`config.mk`:
```
export PLATFORM = sky130hd
export DESIGN_NAME = mem_pmem
export DESIGN_NICKNAME = d
export VERILOG_FILES = /design/src/rtl/pmem_pkg.sv /design/src/rtl/pmem_rsp_fifo.sv /design/src/rtl/mem_pmem.sv
export SDC_FILE = /design/constraint.sdc
export NUM_CORES = 1
export LEC_CHECK = 0
export CAP_MARGIN = 40
export CELL_PAD_IN_SITES_DETAIL_PLACEMENT = 1
export CELL_PAD_IN_SITES_GLOBAL_PLACEMENT = 2
export CORE_AREA = 2 2 94 114
export CTS_BUF_LIST = sky130_fd_sc_hd__clkbuf_16
export CTS_CLUSTER_DIAMETER = 100
export DETAILED_ROUTE_END_ITERATION = 6
export DIE_AREA = 0 0 96 116
export DONT_BUFFER_PORTS = 1
export PLACE_DENSITY = 0.85
export SLEW_MARGIN = 10
export SYNTH_ARGS = -nofsm -noshare
export SYNTH_HDL_FRONTEND = slang
export SYNTH_SLANG_ARGS = --single-unit
```
`constraint.sdc`:
```
create_clock -name clk -period 4.4 [get_ports clk]
set_input_delay 0.66 -clock clk [delete_from_list [all_inputs] [get_ports clk]]
set_output_delay 0.66 -clock clk [all_outputs]
set_load 0.01 [all_outputs]
```
`src/rtl/pmem_pkg.sv`:
```
// pmem_pkg: shared types and sizing helpers for mem_pmem.
// Under PMEM_PARITY_EN, rsp_t also carries a parity-error flag.
package pmem_pkg;
    localparam int MAX_DATA_W = 64;
    typedef enum logic {INIT, RUN} pmem_state_e;
    typedef struct packed {
        logic [MAX_DATA_W-1:0] data;
`ifdef PMEM_PARITY_EN
        logic                  perr;
`endif
    } rsp_t;
    function automatic int pmem_depth(input int addr_w);
        return 2 ** addr_w;
    endfunction
    function automatic int pmem_cnt_w(input int rsp_depth);
        return $clog2(rsp_depth + 1);
    endfunction
endpackage

```
`src/rtl/pmem_rsp_fifo.sv`:
```
// pmem_rsp_fifo: in-order response queue of rsp_t; an occupancy register drives full/empty.
module pmem_rsp_fifo
    import pmem_pkg::*;
#(
    parameter int DEPTH = 4
) (
    input  logic clk,
    input  logic rst,
    input  logic push,
    input  logic pop,
    input  rsp_t din,
    output rsp_t dout,
    output logic empty
);
    localparam int AW = (DEPTH > 1) ? $clog2(DEPTH) : 1;
    localparam int CW = $clog2(DEPTH + 1);
    rsp_t buf_q [DEPTH];
    logic [AW-1:0] wr_ptr, rd_ptr;
    logic [CW-1:0] count;
    logic full, do_push, do_pop;
    function automatic logic [AW-1:0] inc(input logic [AW-1:0] p);
        return (p == AW'(DEPTH - 1)) ? '0 : p + 1'b1;
    endfunction
    assign empty   = (count == '0);
    assign full    = (count == CW'(DEPTH));
    assign do_pop  = pop && !empty;
    assign do_push = push && (!full || do_pop);
    assign dout    = buf_q[rd_ptr];
    always_ff @(posedge clk) begin
        if (!rst) begin
            wr_ptr <= '0;
            rd_ptr <= '0;
            count  <= '0;
        end else begin
            if (do_push) wr_ptr <= inc(wr_ptr);
            if (do_pop) rd_ptr <= inc(rd_ptr);
            count <= count + CW'(do_push) - CW'(do_pop);
        end
    end
    always_ff @(posedge clk) if (do_push) buf_q[wr_ptr] <= din;
endmodule

```
`src/rtl/mem_pmem.sv`:
```
// mem_pmem: single-port RAM with request handshake, RD_LAT read pipeline, response queue and zero-init.
// Define PMEM_PARITY_EN for a stored even-parity bit per word plus rd_perr/perr_inj ports.
module mem_pmem
    import pmem_pkg::*;
#(
    parameter int DATA_W    = 8,
    parameter int ADDR_W    = 3,
    parameter int RD_LAT    = 1,
    parameter int RSP_DEPTH = 4
) (
    input  logic              clk,
    input  logic              rst,
    input  logic              enable,
    input  logic              rd_wr,
    input  logic [ADDR_W-1:0] addr,
    input  logic [DATA_W-1:0] wr_data,
    output logic              ready,
    output logic              rd_valid,
    input  logic              rd_ready,
    output logic [DATA_W-1:0] rd_data,
`ifdef PMEM_PARITY_EN
    input  logic              perr_inj,
    output logic              rd_perr,
`endif
    output logic              init_done
);
    localparam int DEPTH = pmem_depth(ADDR_W);
    localparam int CNT_W = pmem_cnt_w(RSP_DEPTH);
    pmem_state_e state, state_nxt;
    logic [ADDR_W-1:0] init_ptr;
    logic [CNT_W-1:0] outstanding;
    logic [DATA_W-1:0] mem [DEPTH];
`ifdef PMEM_PARITY_EN
    logic par [DEPTH];
`endif
    rsp_t pipe [RD_LAT];
    logic [RD_LAT-1:0] pipe_v;
    rsp_t rd_word, head;
    logic accept, rd_acc, wr_acc, rsp_hs, rsp_empty, unused_head;
    assign ready       = (state == RUN) && (outstanding < CNT_W'(RSP_DEPTH));
    assign accept      = rst && enable && ready;
    assign rd_acc      = accept && rd_wr;
    assign wr_acc      = accept && !rd_wr;
    assign rd_valid    = !rsp_empty;
    assign rsp_hs      = rd_valid && rd_ready;
    assign init_done   = (state == RUN);
    assign rd_data     = rd_valid ? head.data[DATA_W-1:0] : '0;
    assign unused_head = ^head.data;
`ifdef PMEM_PARITY_EN
    assign rd_perr     = rd_valid && head.perr;
`endif
    always_ff @(posedge clk) begin
        if (!rst) begin
            state    <= INIT;
            init_ptr <= '0;
        end else begin
            state <= state_nxt;
            if (state == INIT) init_ptr <= init_ptr + 1'b1;
        end
    end
    always_comb state_nxt = (state == INIT && &init_ptr) ? RUN : state;
    always_ff @(posedge clk) begin
        if (rst && state == INIT) begin
            mem[init_ptr] <= '0;
`ifdef PMEM_PARITY_EN
            par[init_ptr] <= 1'b0;
`endif
        end else if (wr_acc) begin
            mem[addr] <= wr_data;
`ifdef PMEM_PARITY_EN
            par[addr] <= ^wr_data ^ perr_inj;
`endif
        end
    end
    always_comb begin
        rd_word      = '0;
        rd_word.data = MAX_DATA_W'(mem[addr]);
`ifdef PMEM_PARITY_EN
        rd_word.perr = (^mem[addr]) ^ par[addr];
`endif
    end
    // Valid bits are flushed on reset; payload stages need no reset.
    always_ff @(posedge clk) begin
        pipe[0] <= rd_word;
        for (int i = 1; i < RD_LAT; i++) pipe[i] <= pipe[i-1];
        if (!rst) pipe_v <= '0;
        else begin
            pipe_v[0] <= rd_acc;
            for (int i = 1; i < RD_LAT; i++) pipe_v[i] <= pipe_v[i-1];
        end
    end
    always_ff @(posedge clk)
        outstanding <= !rst ? '0 : outstanding + CNT_W'(rd_acc) - CNT_W'(rsp_hs);
    pmem_rsp_fifo #(.DEPTH(RSP_DEPTH)) u_rsp_fifo (
        .clk   (clk),
        .rst   (rst),
        .push  (pipe_v[RD_LAT-1]),
        .pop   (rsp_hs),
        .din   (pipe[RD_LAT-1]),
        .dout  (head),
        .empty (rsp_empty)
    );
endmodule

```
==> PnR_summary.wiki <==
{| class="wikitable"
! Metric !! Value
|-
| Share of the clock period used by the worst path || 58.5%
|-
| Time the worst path needs with I/O delays and setup || 2.57 ns
|-
| Share of synthesized area occupied by flip-flops and latches || 69.6%
|-
| Final Net Count || 332
|-
| DP Area || 5000 um2
|-
| Number of nets still failing antenna checks after routing || 0
|-
| Clock tree from TritonCTS || done
|-
| Top cell family by delay on the critical path || adder cells
|-
| Number of antenna violations at the first check in global routing || 0
|-
| I/O pin count || 27
|-
| Commonest cells after routing, fill and taps aside || 96 x sky130_fd_sc_hd__edfxtp_1, 30 x sky130_fd_sc_hd__nand2_1, 25 x sky130_fd_sc_hd__dfxtp_1
|-
| Maximum fanout along the worst path || 7
|-
| Static leakage power || 2.06 nW
|-
| Post-CTS Setup Bufs || 0
|-
| Post-synthesis cell count || 288
|-
| Type of origin of the critical path || flop
|-
| Combined global-route utilization of all metal layers || 19.1%
|-
| Number of clock sinks seen by CTS || 121
|-
| Maximum operating frequency || 389 MHz
|-
| Deepest clock path buffer count || 2
|-
| # fillers || 893
|-
| Final setup viols || 0
|-
| Leading cell type in the layout, fill and taps excluded || sky130_fd_sc_hd__edfxtp_1
|-
| Largest net degree at the start of global routing || 22
|-
| Slew at the pin closest to its max-slew limit || 0.901 ns
|-
| CP Capture Type || flop
|-
| Min-delay worst type || input pin to flop
|-
| Quantity of gates resized following cts || 0
|-
| Die footprint || 11100 um2
|-
| Multi-input gate area || 1360 um2
|-
| Routed WL per cell || 20.8 um
|-
| Buffers added on ports || 0
|-
| Number of endpoints with negative hold slack in the final report || 0
|-
| Number of max-cap violations || 0
|-
| Number of synthesized flops with an enable pin || 96
|-
| Warning count from the yosys run || 0
|-
| Setup repair after global routing missed its margin || no
|-
| Post-detailed-route DRC marker count || 0
|-
| Clock-pin transition on the worst setup and hold timing paths || 0.06 ns
|-
| Dominant register cell in the synthesized netlist || sky130_fd_sc_hd__edfxtp_1
|-
| Detailed-route via count || 2435
|-
| Cells along the critical path || o31ai_1, inv_1, ha_1, inv_1, ha_1, inv_1, fa_1, xnor2_1, xnor2_1, and2_1
|-
| Critical Path Most Common Cell || sky130_fd_sc_hd__inv_1
|-
| Routability cong. || 0.761
|-
| Register bit total from synthesis || 121
|-
| Hold-fix buffers, CTS || 0
|-
| Maximum vdd drop || 0.000352 V
|-
| Average cell area after synthesis || 16.9 um2
|-
| Crit-path max cell delay || 0.68 ns
|-
| Post-synthesis net count || 317
|-
| Remaining global-route overflow || 0
|-
| Accumulated negative setup slack || 0 ns
|-
| Crit Path Category || flop to flop
|-
| DRT iter0 DRCs || 89
|-
| Number of iterations in the first detailed-routing pass || 4
|-
| Finished layout cell area || 5590 um2
|-
| Area delta synth->final || 14.9%
|-
| Clock latency of the later-clocked register in the worst-skew pair || 0.41 ns
|-
| Effective utilization at floorplan || 48.8%
|-
| DIE HEIGHT || 116 um
|-
| Total Routed Length || 9200 um
|-
| Layout cell share with drive strength beyond 1 || 16.5%
|-
| Critical path required time || 4.70 ns
|-
| Cell Pwr Density || 543 nW/um2
|-
| Mapped Area || 4860 um2
|-
| Cell at the slowest stage of the critical path || sky130_fd_sc_hd__o31ai_1
|-
| Worst max-slew margin expressed relative to the limit || 39.9%
|-
| Max Slew Vio Count || 0
|-
| Area of the placeable core || 9960 um2
|-
| Status || complete, no violations
|-
| Antenna diode instance count || 0
|-
| Rows || 40
|-
| Inserted Clock Buffers || 17
|-
| CTS H-Tree Depth || 4
|-
| Post-DR vias/cell || 5.51
|-
| Share of async-settable or async-resettable flops after synthesis || 0%
|-
| Post-Route Skew || 0.00989 ns
|-
| Crit path arrival time || 2.88 ns
|-
| Sum of net half-perimeters after detailed placement || 6060 um
|-
| Global-route wire length before repair || 14800 um
|-
| Count of different cell masters after synthesis || 35
|-
| Register area || 3380 um2
|-
| Overall die width || 96 um
|-
| Cell chosen for the clock root || sky130_fd_sc_hd__clkbuf_16
|-
| WP buf/inv || 3
|-
| Vias in the first global route || 2693
|}
-- cells by family (layout without fill, tap and decap cells) --
group	count (synthesis)	in the layout	synth area share [%]
xor gates and xnor gates	5	5	0.900
AOI/OAI and AO/OA	17	17	2.44
and+or+nand+nor	76	76	8.28
muxes	29	29	12.6
buffers and inverters	27	55	2.52
adders and majority gates	13	13	3.65
DFF	121	121	69.6
-- final cells by class --
type                    count  area share [%]
flip-flops and latches    121            60.6
clock buffers              17            7.61
inverters                  15            1.01
repair buffers              8            1.03
well taps                 126            2.82
multi-input cells         140            24.3
clock inverters            15            2.67
-- per-layer routing --
metal	part of all wire [%]	GRT usage [%]	vias to the layer above	routed length, um
met5	0	0	-	0
met4	2.8	8.48	0	253
met3	4.5	6.76	21	415
met2	54	33.1	70	4940
met1	39	20.9	1223	3590
li1	-	-	1121	-
-- through the flow --
step / util [%] / instances / hold WS, ns / power (mW) / worst slack (ns)
2_1_floorplan: - / 288 / 0.438 / 1.65 / 2.00
3_3_place_gp: 49.9 / 404 / 0.446 / 1.71 / 1.88
3_5_place_dp: 50.3 / 409 / 0.464 / 1.73 / 1.82
4_1_cts: 56.0 / 441 / 0.339 / 3.07 / 1.80
5_1_grt: 56.1 / 442 / 0.358 / 3.17 / 1.57
6_report: 56.1 / 442 / 0.364 / 3.03 / 1.83
-- cells in the mapped netlist, types with 5 or more instances --
library cell	count	area share, %
sky130_fd_sc_hd__xnor2_1	5	0.90
sky130_fd_sc_hd__inv_1	14	1.1
sky130_fd_sc_hd__and2_1	10	1.3
sky130_fd_sc_hd__buf_2	5	0.51
sky130_fd_sc_hd__mux4_2	18	8.3
sky130_fd_sc_hd__and3_1	8	1.0
sky130_fd_sc_hd__clkbuf_1	5	0.39
sky130_fd_sc_hd__edfxtp_1	96	59
sky130_fd_sc_hd__nand2_1	30	2.3
sky130_fd_sc_hd__o22ai_1	6	0.77
sky130_fd_sc_hd__ha_1	11	2.8
sky130_fd_sc_hd__dfxtp_1	25	10
sky130_fd_sc_hd__nor2b_1	15	1.9
sky130_fd_sc_hd__mux4_1	6	3.2
-- where the power goes --
group / switching (mW) / internal (mW) / total [mW] / leakage, nW
sequential: 0.0647 / 1.29 / 1.35 / 1.15
combinational: 0.175 / 0.171 / 0.346 / 0.627
clock: 0.465 / 0.871 / 1.34 / 0.292
-- path summary, 6_finish.rpt --
| path | from | end | slack (ns) | depth (start not counted) |
|---|---|---|---|---|
| max reg2reg | u_rsp_fifo.count[2]$_SDFF_PN0_ | u_rsp_fifo.count[2]$_SDFF_PN0_ | 1.83 | 10 |
| min reg2reg | pipe[0][6]$_DFF_P_ | u_rsp_fifo.buf_q[1][6]$_DFFE_PP_ | 0.47 | 0 |
| min | addr[0] | pipe[0][2]$_DFF_P_ | 0.36 | 2 |
| max | u_rsp_fifo.count[2]$_SDFF_PN0_ | u_rsp_fifo.count[2]$_SDFF_PN0_ | 1.83 | 10 |
-- flip-flops by register name (all words and copies together), names as in the netlist, 2 cells and up, named ones only --
signal	flops
mem	64
pipe	8
u_rsp_fifo.wr_ptr	2
init_ptr	3
u_rsp_fifo.rd_ptr	2
u_rsp_fifo.count	3
outstanding	3
u_rsp_fifo.buf_q	32
No activity file was read; power rests on OpenSTA's default activity.
